<file path="src/rtl/instr_fetch_unit.sv">
// Instruction fetch responder: reads one word per fetch over a req/ack handshake and
// presents Id/Imm to the PC control unit. Optional last-word cache: FETCH_LASTWORD_CACHE_EN.
module instr_fetch_unit #(
    parameter int ADDR_W  = 32,
    parameter int DATA_W  = 32,
    parameter int TIMEOUT = 64
) (
    input  logic              clk,
    input  logic              reset,
    input  logic              start,
    input  logic [ADDR_W-1:0] pc,
    output logic              mem_req,
    output logic [ADDR_W-1:0] mem_addr,
    input  logic              mem_ack,
    input  logic [DATA_W-1:0] mem_rdata,
    output logic [DATA_W-1:0] instr,
    output logic              instr_valid,
    output logic [3:0]        Id,
    output logic [17:0]       Imm,
    output logic              stall,
    output logic              halted,
    output logic              fetch_err,
    output logic [2:0]        fsm_state
);

    localparam logic [2:0] IDLE  = 3'd0;
    localparam logic [2:0] REQ   = 3'd1;
    localparam logic [2:0] WAIT  = 3'd2;
    localparam logic [2:0] VALID = 3'd3;
    localparam logic [2:0] HALT  = 3'd4;
    localparam logic [2:0] ERR   = 3'd5;

    localparam int CW = $clog2(TIMEOUT) + 1;

    logic [2:0]    state;
    logic [CW-1:0] cnt;
    logic          hit;

    // Handshake: mem_req is a single-cycle pulse in REQ; the memory answers with a
    // one-cycle mem_ack carrying mem_rdata, which is only honoured while in WAIT.
    assign mem_req     = (state == REQ);
    assign stall       = (state == REQ) || (state == WAIT) || (state == ERR);
    assign instr_valid = (state == VALID);
    assign halted      = (state == HALT);
    assign fetch_err   = (state == ERR);
    assign fsm_state   = state;
    assign Id          = instr[31:28];
    assign Imm         = instr[17:0];

`ifdef FETCH_LASTWORD_CACHE_EN
    logic              c_valid;
    logic [ADDR_W-1:0] c_tag;
    logic [DATA_W-1:0] c_data;

    assign hit = c_valid && (pc == c_tag);

    always_ff @(posedge clk) begin
        if (!reset) begin
            c_valid <= 1'b0;
            c_tag   <= '0;
            c_data  <= '0;
        end else if (state == WAIT && mem_ack) begin
            c_valid <= 1'b1;
            c_tag   <= mem_addr;
            c_data  <= mem_rdata;
        end
    end
`else
    assign hit = 1'b0;
`endif

    always_ff @(posedge clk) begin
        if (!reset) begin
            state    <= IDLE;
            mem_addr <= '0;
            instr    <= '0;
            cnt      <= '0;
        end else begin
            case (state)
                IDLE: begin
                    if (start) begin
                        if (pc[1:0] != 2'b00) begin
                            state <= ERR;
                        end else if (hit) begin
`ifdef FETCH_LASTWORD_CACHE_EN
                            instr <= c_data;
`endif
                            mem_addr <= pc;
                            state    <= VALID;
                        end else begin
                            mem_addr <= pc;
                            state    <= REQ;
                        end
                    end
                end
                REQ: begin
                    cnt   <= '0;
                    state <= WAIT;
                end
                WAIT: begin
                    // An ack in the timeout cycle still completes the fetch.
                    if (mem_ack) begin
                        instr <= mem_rdata;
                        state <= VALID;
                    end else if (cnt == CW'(TIMEOUT - 1)) begin
                        state <= ERR;
                    end else begin
                        cnt <= cnt + CW'(1);
                    end
                end
                VALID: begin
                    state <= (instr[31:28] == 4'b0001) ? HALT : IDLE;
                end
                HALT:    state <= HALT;
                ERR:     state <= ERR;
                default: state <= IDLE;
            endcase
        end
    end

endmodule
</file>
<file path="config.mk">
export PLATFORM = sky130hd
export DESIGN_NAME = instr_fetch_unit
export DESIGN_NICKNAME = d
export VERILOG_FILES = /design/src/rtl/instr_fetch_unit.sv
export SDC_FILE = /design/constraint.sdc
export NUM_CORES = 1
export LEC_CHECK = 0
export CAP_MARGIN = 20
export CELL_PAD_IN_SITES_DETAIL_PLACEMENT = 0
export CELL_PAD_IN_SITES_GLOBAL_PLACEMENT = 1
export CORE_AREA = 4 4 118 120
export DETAILED_ROUTE_END_ITERATION = 12
export DIE_AREA = 0 0 122 124
export GPL_ROUTABILITY_DRIVEN = 0
export PLACE_DENSITY_LB_ADDON = 0.1
export SYNTH_ARGS = -nofsm -noshare
export SYNTH_HDL_FRONTEND = slang
export SYNTH_SLANG_ARGS = --single-unit
export TNS_END_PERCENT = 50
</file>
<file path="constraint.sdc">
create_clock -name clk -period 3.9 [get_ports clk]
set_input_delay 0.975 -clock clk [delete_from_list [all_inputs] [get_ports clk]]
set_output_delay 0.975 -clock clk [all_outputs]
set_load 0.005 [all_outputs]
</file>
Yosys cells after proc, flatten, opt, wreduce, memory -nomap -nowiden
Index checks and enable logic that the tools add are counted.

Input bits: 68. Bits in registers: 74. Output and inout port bits: 94. Logic and storage cells: 35.

Muxes and demuxes: 9. Bitwise logic cells: 1. Reduce and logical (&&, ||, !) cells: 9. Add/subtract/negate cells: 1. Eq/ne operators: 11.

Operator list (count): 3-bit case mux with 6 select lines (1); 3-bit two-way mux (5); 7-bit two-way mux (2); 7-bit case mux with 2 select lines (1); 7-bit by 1-bit adder with 7-bit output, second input constant (1); 7-bit by 6-bit equality test with 1-bit output, second input constant (1); 3-bit by 2-bit equality test with 1-bit output, second input constant (2); 3-bit equality test, second input constant (2); 2-bit != test, second input constant (3); 3-bit AND reduction (2); 4-bit by 1-bit equality test with 1-bit output, second input constant (1); 2-bit AND reduction (2); 2-bit nonzero test (2); 3-bit by 1-bit equality test with 1-bit output, second input constant (1); 3-bit logical NOT (1); 3-bit by 2-bit != test with 1-bit output, second input constant (1); 1-bit logical OR (2); 1-bit inverter (1).

Longest topological paths before layout
Gate-level depths: netlist of the first run.

Word-level depth: 4. Gate-level depth with buffers: 6. Mapped depth without buffers: 5.

Least setup slack after synthesis of the first run
Ideal clock, no wire load.

Path kind: flip-flop to output port. From: register state[0], in the netlist fsm_state[0]. To: output mem_req. Path slack: 1.860 ns. Buffers on the path: 1. Data arrival time: 1.065 ns. Cell stages (with the launch flop): 4. Data required time: 2.925 ns. Cell sequence: dfxtp_1 -> buf_2 -> or3b_1 -> inv_1.

Longest elaborated chain between the ends: 1.

Ends and longest elaborated chain: from (decl) (line 35) `logic [2:0] state;`; from (signal assigned) (line 112) `state <= (instr[31:28] == 4'b0001) ? HALT : IDLE;`; 3-bit by 1-bit equality test with 1-bit output (line 41) `assign mem_req = (state == REQ);`; to (decl) (line 12) `output logic mem_req,`.

No other way between the ends.

Final worst setup path of the first run
From: register state[1], in the netlist fsm_state[1]. To: output stall.

Longest elaborated chain between the ends: 3. Elaborated cells on any way between the ends: 5. Classes of those cells: eq/ne (3); reduce/logical (2).

Ends and longest elaborated chain: 3-bit by 1-bit equality test with 1-bit output / 3-bit by 2-bit equality test with 1-bit output (equally long branches) (line 42) `assign stall = (state == REQ) || (state == WAIT) || (state == ERR);`; 1-bit logical OR (line 42); 1-bit logical OR * (line 42); to (decl) (line 20) `output logic stall,`.

Every way passes the cells marked *; elsewhere a longest branch is shown, timed or not.

==> results.json, run 1 <==
{
  "avgSynthCellArea_sq_um": 8.43,
  "clock_latency_ns": 0.33,
  "cts_max_path_buffers": 2,
  "drtAntennaViolNets": 0,
  "wire_per_inst_um": 13.9,
  "layout_setup_ws_ns": 0.882,
  "fp.coreArea_sq_mm": 0.0130,
  "synth-edff-count": 0,
  "rsz0062_at_grt": "no",
  "yosysWarnings": 0,
  "max_freq_mhz": 331,
  "p_total_mw": 1.96,
  "start_kind": "register",
  "dr.pass1.iters": 5,
  "pwr-share-comb_pct": 14.9,
  "diodes": 0,
  "ys_ff_latch": 74,
  "grt_max_degree": 36,
  "max_slew_margin_pct": 55.1,
  "worstMarginPinSlew_ns": 0.672,
  "pwr-share-clk_pct": 43.3,
  "crit_path_max_incr_delay_ns": 0.64,
  "cts_inserted_buffers": 9,
  "vdd_drop_max_v": 0.000144,
  "slowest_stage": "dfxtp_1",
  "antenna_found_initial": 0,
  "wl_met3_um": 949,
  "grt_pass1_wl_mm": 14.8,
  "die_w_um": 122,
  "cts_resized": 0,
  "dpl.hpwl_mm": 6.89,
  "p_per_area_mw_per_mm2": 389,
  "nets": 573,
  "async_flop_share_pct": 0,
  "fin_crit_sh_pct": 77.4,
  "post-cts-setup-buffer-count": 0,
  "setup_viol": 0,
  "critical_path_class": "reg2out",
  "place_ws_ns": 1.10,
  "critPathRequiredTime_ns": 2.92,
  "critical_path.cell_chain": "nor3b_2 > or2_2 > clkdlybuf4s50_1",
  "drt_iter0_drc": 120,
  "die-height_um": 124,
  "holdBufCountCts": 0,
  "finalCriticalPeriod_ns": 3.02,
  "start_util_pct": 24.2,
  "synthTopCellsByArea": "dfxtp_1 47%, nand2_1 16%, a21boi_1 15%",
  "yosysTopAreaCellShare_pct": 47.1,
  "finalMaxSlewViolations": 0,
  "wl_mm": 9.53,
  "io_buffers": 161,
  "clk_pin_slew_worst_paths_ns": 0.06,
  "htreeDepth": 3,
  "internal_power_mw": 1.50,
  "io_pins": 162,
  "drt-vias-per-instance": 4.24,
  "drc_errors": 0,
  "r2r_slack_ns": 1.72,
  "syn-instance-count": 373,
  "power_switching_uw": 469,
  "gr-total-overflow": 0,
  "die_area_sq_mm": 0.0151,
  "syn_to_final_growth_pct": 60.6,
  "synth_flop_cell": "dfxtp_1",
  "synth_cell_types": 43,
  "arrival_ns": 2.04,
  "rows": 42,
  "wl_met1_mm": 4.28,
  "clkSinkCount": 74,
  "hold_path.class": "reg2reg",
  "maxCapViolations": 0,
  "drive_above_1_share_pct": 5.70,
  "crit_fanout": 17,
  "p_leak_nw": 1.75,
  "netSwitchingFraction_pct": 23.9,
  "dr.max_layer_used": "met4",
  "met2WireLength_mm": 4.16,
  "cts_root_buffer": "clkbuf_16",
  "via_count": 2905,
  "synth_top_cell_by_area": "dfxtp_1",
  "setup_tns_ns": 0,
  "skew_ns": 0.00359,
  "p_seq_share_pct": 41.8,
  "cp-end-kind": "primary output",
  "syn-cell-area_sq_mm": 0.00314,
  "syn-num-nets": 442,
  "cts_tree": "yes",
  "seq_area_frac_synth_pct": 47.1,
  "outcome": "finished clean",
  "final-hold-violation-count": 0,
  "grt_pass1_vias": 2819,
  "grt.total_usage_pct": 12.5
}
[flip-flops by register name, summed over array words and instances, names as in the netlist]
name       flops
fsm_state      3
cnt            7
instr         32
mem_addr      32
[cell usage after synthesis, types with 2 or more instances]
| cell type | count |
|---|---|
| a21boi_1 | 63 |
| a31oi_1 | 2 |
| and2_1 | 2 |
| and3_1 | 5 |
| buf_2 | 5 |
| buf_4 | 22 |
| clkbuf_1 | 19 |
| dfxtp_1 | 74 |
| nand2_1 | 134 |
| nand3_1 | 3 |
| nand3b_1 | 2 |
| nand4b_1 | 4 |
| nor2_1 | 4 |
| nor3_1 | 3 |
| nor3b_1 | 2 |
| or3b_1 | 2 |
[per-layer routing]
| metal | vias to the layer above | global-route usage (%) |
|---|---|---|
| met5 | - | 0 |
| met2 | 114 | 18.8 |
| met3 | 10 | 4.31 |
| met4 | 0 | 5.46 |
| met1 | 1308 | 16.2 |
| li1 | 1473 | - |
[final cells by class]
type / count / area [sq um]
Inverter: 1 / 3.75
Fill cell: 1356 / 7930
Multi-Input combinational cell: 251 / 1390
Clock buffer: 12 / 256
Timing Repair Buffer: 167 / 1650
Sequential cell: 74 / 1480
Tap cell: 176 / 220
Clock inverter: 4 / 50.0
[cell usage in the layout (no fill, tap or decap), drive strengths merged, types with 3 or more instances in the layout]
master and instances:
clkdlybuf4s50 160, dfxtp 74, clkbuf 12, a21boi 63
nand2 135, nor3 3, and3 5, nand4b 4
nor2 4, nor3b 3, nand3 3, buf 7
[metrics by stage]
step	cells	hold WS [ns]	cell area [sq um]	utilization (%)
after floorplan	373	0.425	3140	-
after global placement	669	0.435	4740	36.5
after detailed placement	669	0.442	4740	36.5
after CTS	685	0.449	5050	38.9
after global routing	685	0.469	5050	38.9
final	685	0.447	5050	38.9
[cells by family after synthesis]
| group | after synthesis | synth area share, % |
|---|---|---|
| AND/OR/NAND/NOR | 171 | 24.3 |
| buffers and inverters | 48 | 8.80 |
| adder cells (fa/ha/maj) | 1 | 0.398 |
| AO/OA/AOI/OAI | 79 | 19.4 |
| flip-flops | 74 | 47.1 |
[power groups by stage]
stage / Clock [mW] / Sequential, mW / Combinational, mW
after floorplan: 0 / 0.824 / 0.132
after global placement: 0 / 0.840 / 0.296
after detailed placement: 0 / 0.840 / 0.296
after CTS: 0.887 / 0.823 / 0.298
after global routing: 0.909 / 0.829 / 0.321
final: 0.851 / 0.822 / 0.292
[worst max-delay path, delay by kind of cell, from the launching register on]
kind          cells  cell delay, ns
buf+inv           1            0.49
flops             1            0.64
simple gates      2            0.58
[final timing paths]
path                                                start                endpoint  cells past startpoint
worst max-delay path            fsm_state[1]$_SDFFE_PN0P_                   stall                      3
worst min-delay path                  cnt[6]$_SDFFE_PN0P_     cnt[6]$_SDFFE_PN0P_                      1
worst max register to register  fsm_state[1]$_SDFFE_PN0P_  instr[17]$_SDFFE_PN0P_                      5
worst min register to register        cnt[6]$_SDFFE_PN0P_     cnt[6]$_SDFFE_PN0P_                      1
No activity file was read; power rests on OpenSTA's default activity.
==> inputs of run 2 (changes only) <==
clock period = 3.05 ns   (was 3.9 ns; I/O delays follow)
==> run 2 against run 1 <==
Routed wire length rose by 0.18%. Sequential power is 28% higher. Die area stayed put. Setup slack lost 0.60 ns. Global-route usage is essentially flat. Combinational power rose by 28%. Clock-buffer cell count unchanged. Final area shrank 0.55%. Non-clock buffer count grew 1. Via count is 0.17% higher. Critical path type unchanged. Largest cell class unchanged. Largest power group is now registers.
==> results.json, run 2 (same netlist as run 1, synthesis figures left out) <==
{
  "die-height_um": 124,
  "drc_errors": 0,
  "clock_latency_ns": 0.33,
  "mostFrequentLayoutCell": "clkdlybuf4s50_1",
  "die_w_um": 122,
  "final-hold-violation-count": 0,
  "syn_to_final_growth_pct": 59.8,
  "fp.coreArea_sq_mm": 0.0130,
  "wire_per_inst_um": 13.9,
  "p_seq_share_pct": 43.8,
  "setup_tns_ns": 0,
  "dr.pass1.iters": 5,
  "cts_inserted_buffers": 9,
  "critical_path_class": "reg2out",
  "fin_crit_sh_pct": 90.8,
  "layoutNonFillerInstCount": 685,
  "drt_iter0_drc": 138,
  "netSwitchingFraction_pct": 23.9,
  "grt_max_degree": 34,
  "arrival_ns": 2.01,
  "dpl.hpwl_mm": 6.67,
  "slowest_stage": "dfxtp_1",
  "gr-total-overflow": 0,
  "grt.total_usage_pct": 12.4,
  "antenna_found_initial": 0,
  "crit_path_max_incr_delay_ns": 0.61,
  "rsz0062_at_grt": "no",
  "drtAntennaViolNets": 0,
  "start_kind": "register",
  "drt-vias-per-instance": 4.25,
  "pwr-share-comb_pct": 15.6,
  "cp-end-kind": "primary output",
  "grt_pass1_vias": 2760,
  "via_count": 2910,
  "htreeDepth": 3,
  "cts_resized": 0,
  "diodes": 0,
  "hold_path.class": "reg2reg",
  "drive_above_1_share_pct": 5.70,
  "final_cell_mix": "160 x clkdlybuf4s50_1, 134 x nand2_1, 74 x dfxtp_1",
  "cts_root_buffer": "clkbuf_16",
  "cts_tree": "yes",
  "crit_fanout": 17,
  "setup_viol": 0,
  "p_per_area_mw_per_mm2": 477,
  "critPathRequiredTime_ns": 2.29,
  "dp_cells": 670,
  "cts_max_path_buffers": 2,
  "worstMarginPinSlew_ns": 0.473,
  "critical_path.cell_chain": "nor3b_2 > or2_2 > clkdlybuf4s50_1",
  "internal_power_mw": 1.82,
  "wl_mm": 9.54,
  "io_pins": 162,
  "p_leak_nw": 1.75,
  "skew_ns": 0.00542,
  "die_area_sq_mm": 0.0151,
  "vdd_drop_max_v": 0.000227,
  "holdBufCountCts": 0,
  "max_slew_margin_pct": 68.4,
  "max_freq_mhz": 361,
  "power_switching_uw": 573,
  "rows": 42,
  "io_buffers": 161,
  "pwr-share-clk_pct": 40.7,
  "clkSinkCount": 74,
  "finalMaxSlewViolations": 0,
  "clk_pin_slew_worst_paths_ns": 0.05,
  "start_util_pct": 24.2,
  "nets": 574,
  "grt_pass1_wl_mm": 14.6,
  "outcome": "finished clean",
  "maxCapViolations": 0,
  "post-cts-setup-buffer-count": 0,
  "finalCriticalPeriod_ns": 2.77,
  "top_regs": "instr: 32 flops, mem_addr: 32 flops, cnt: 7 flops"
}
## run 2: critical path: cells and delay by family, from the launching register on
kind,cells,cell delay [ns]
buffers and inverters,1,0.49
flip-flops,1,0.61
AND/OR/NAND/NOR,2,0.58
## run 2: power by group through the flow
stage	clock network (mW)	registers [mW]	logic, mW
floorplan	0	1.05	0.169
global placement	0	1.07	0.382
detailed placement	0	1.07	0.381
CTS	1.02	1.05	0.383
global route	1.06	1.06	0.409
finish	0.974	1.05	0.373
## run 2: area by class of cell
class	count	area [sq um]
clock buffers	12	256
repair buffers	168	1660
clock inverters	3	15.0
inverters	1	3.75
flip-flops and latches	74	1480
multi-input cells	251	1390
fillers	1377	7960
well taps	176	220
## run 2: per-stage QoR
| stage | setup WS, ns | area, sq um | power (mW) | hold WS, ns | util, % |
|---|---|---|---|---|---|
| global placement | 0.663 | 4750 | 1.45 | 0.440 | 36.6 |
| detailed placement | 0.622 | 4750 | 1.45 | 0.445 | 36.6 |
| global route | 0.168 | 5020 | 2.53 | 0.470 | 38.7 |
| CTS | 0.263 | 5020 | 2.45 | 0.454 | 38.7 |
| floorplan | 1.22 | 3140 | 1.22 | 0.425 | - |
| finish | 0.280 | 5020 | 2.40 | 0.449 | 38.7 |
## run 2: per-layer routing
layer | GRT usage, % | part of all wire (%)
met1 | 15.0 | 44
met2 | 19.5 | 44
met3 | 5.04 | 9.7
met4 | 5.53 | 1.7
met5 | 0 | 0
## run 2: worst paths after layout
kind | endpoint | slack [ns] | cells after the start | from
max | stall | 0.28 | 3 | fsm_state[1]$_SDFFE_PN0P_
max reg2reg | instr[17]$_SDFFE_PN0P_ | 1.22 | 5 | fsm_state[1]$_SDFFE_PN0P_
min reg2reg | cnt[6]$_SDFFE_PN0P_ | 0.45 | 1 | cnt[6]$_SDFFE_PN0P_
min | cnt[6]$_SDFFE_PN0P_ | 0.45 | 1 | cnt[6]$_SDFFE_PN0P_
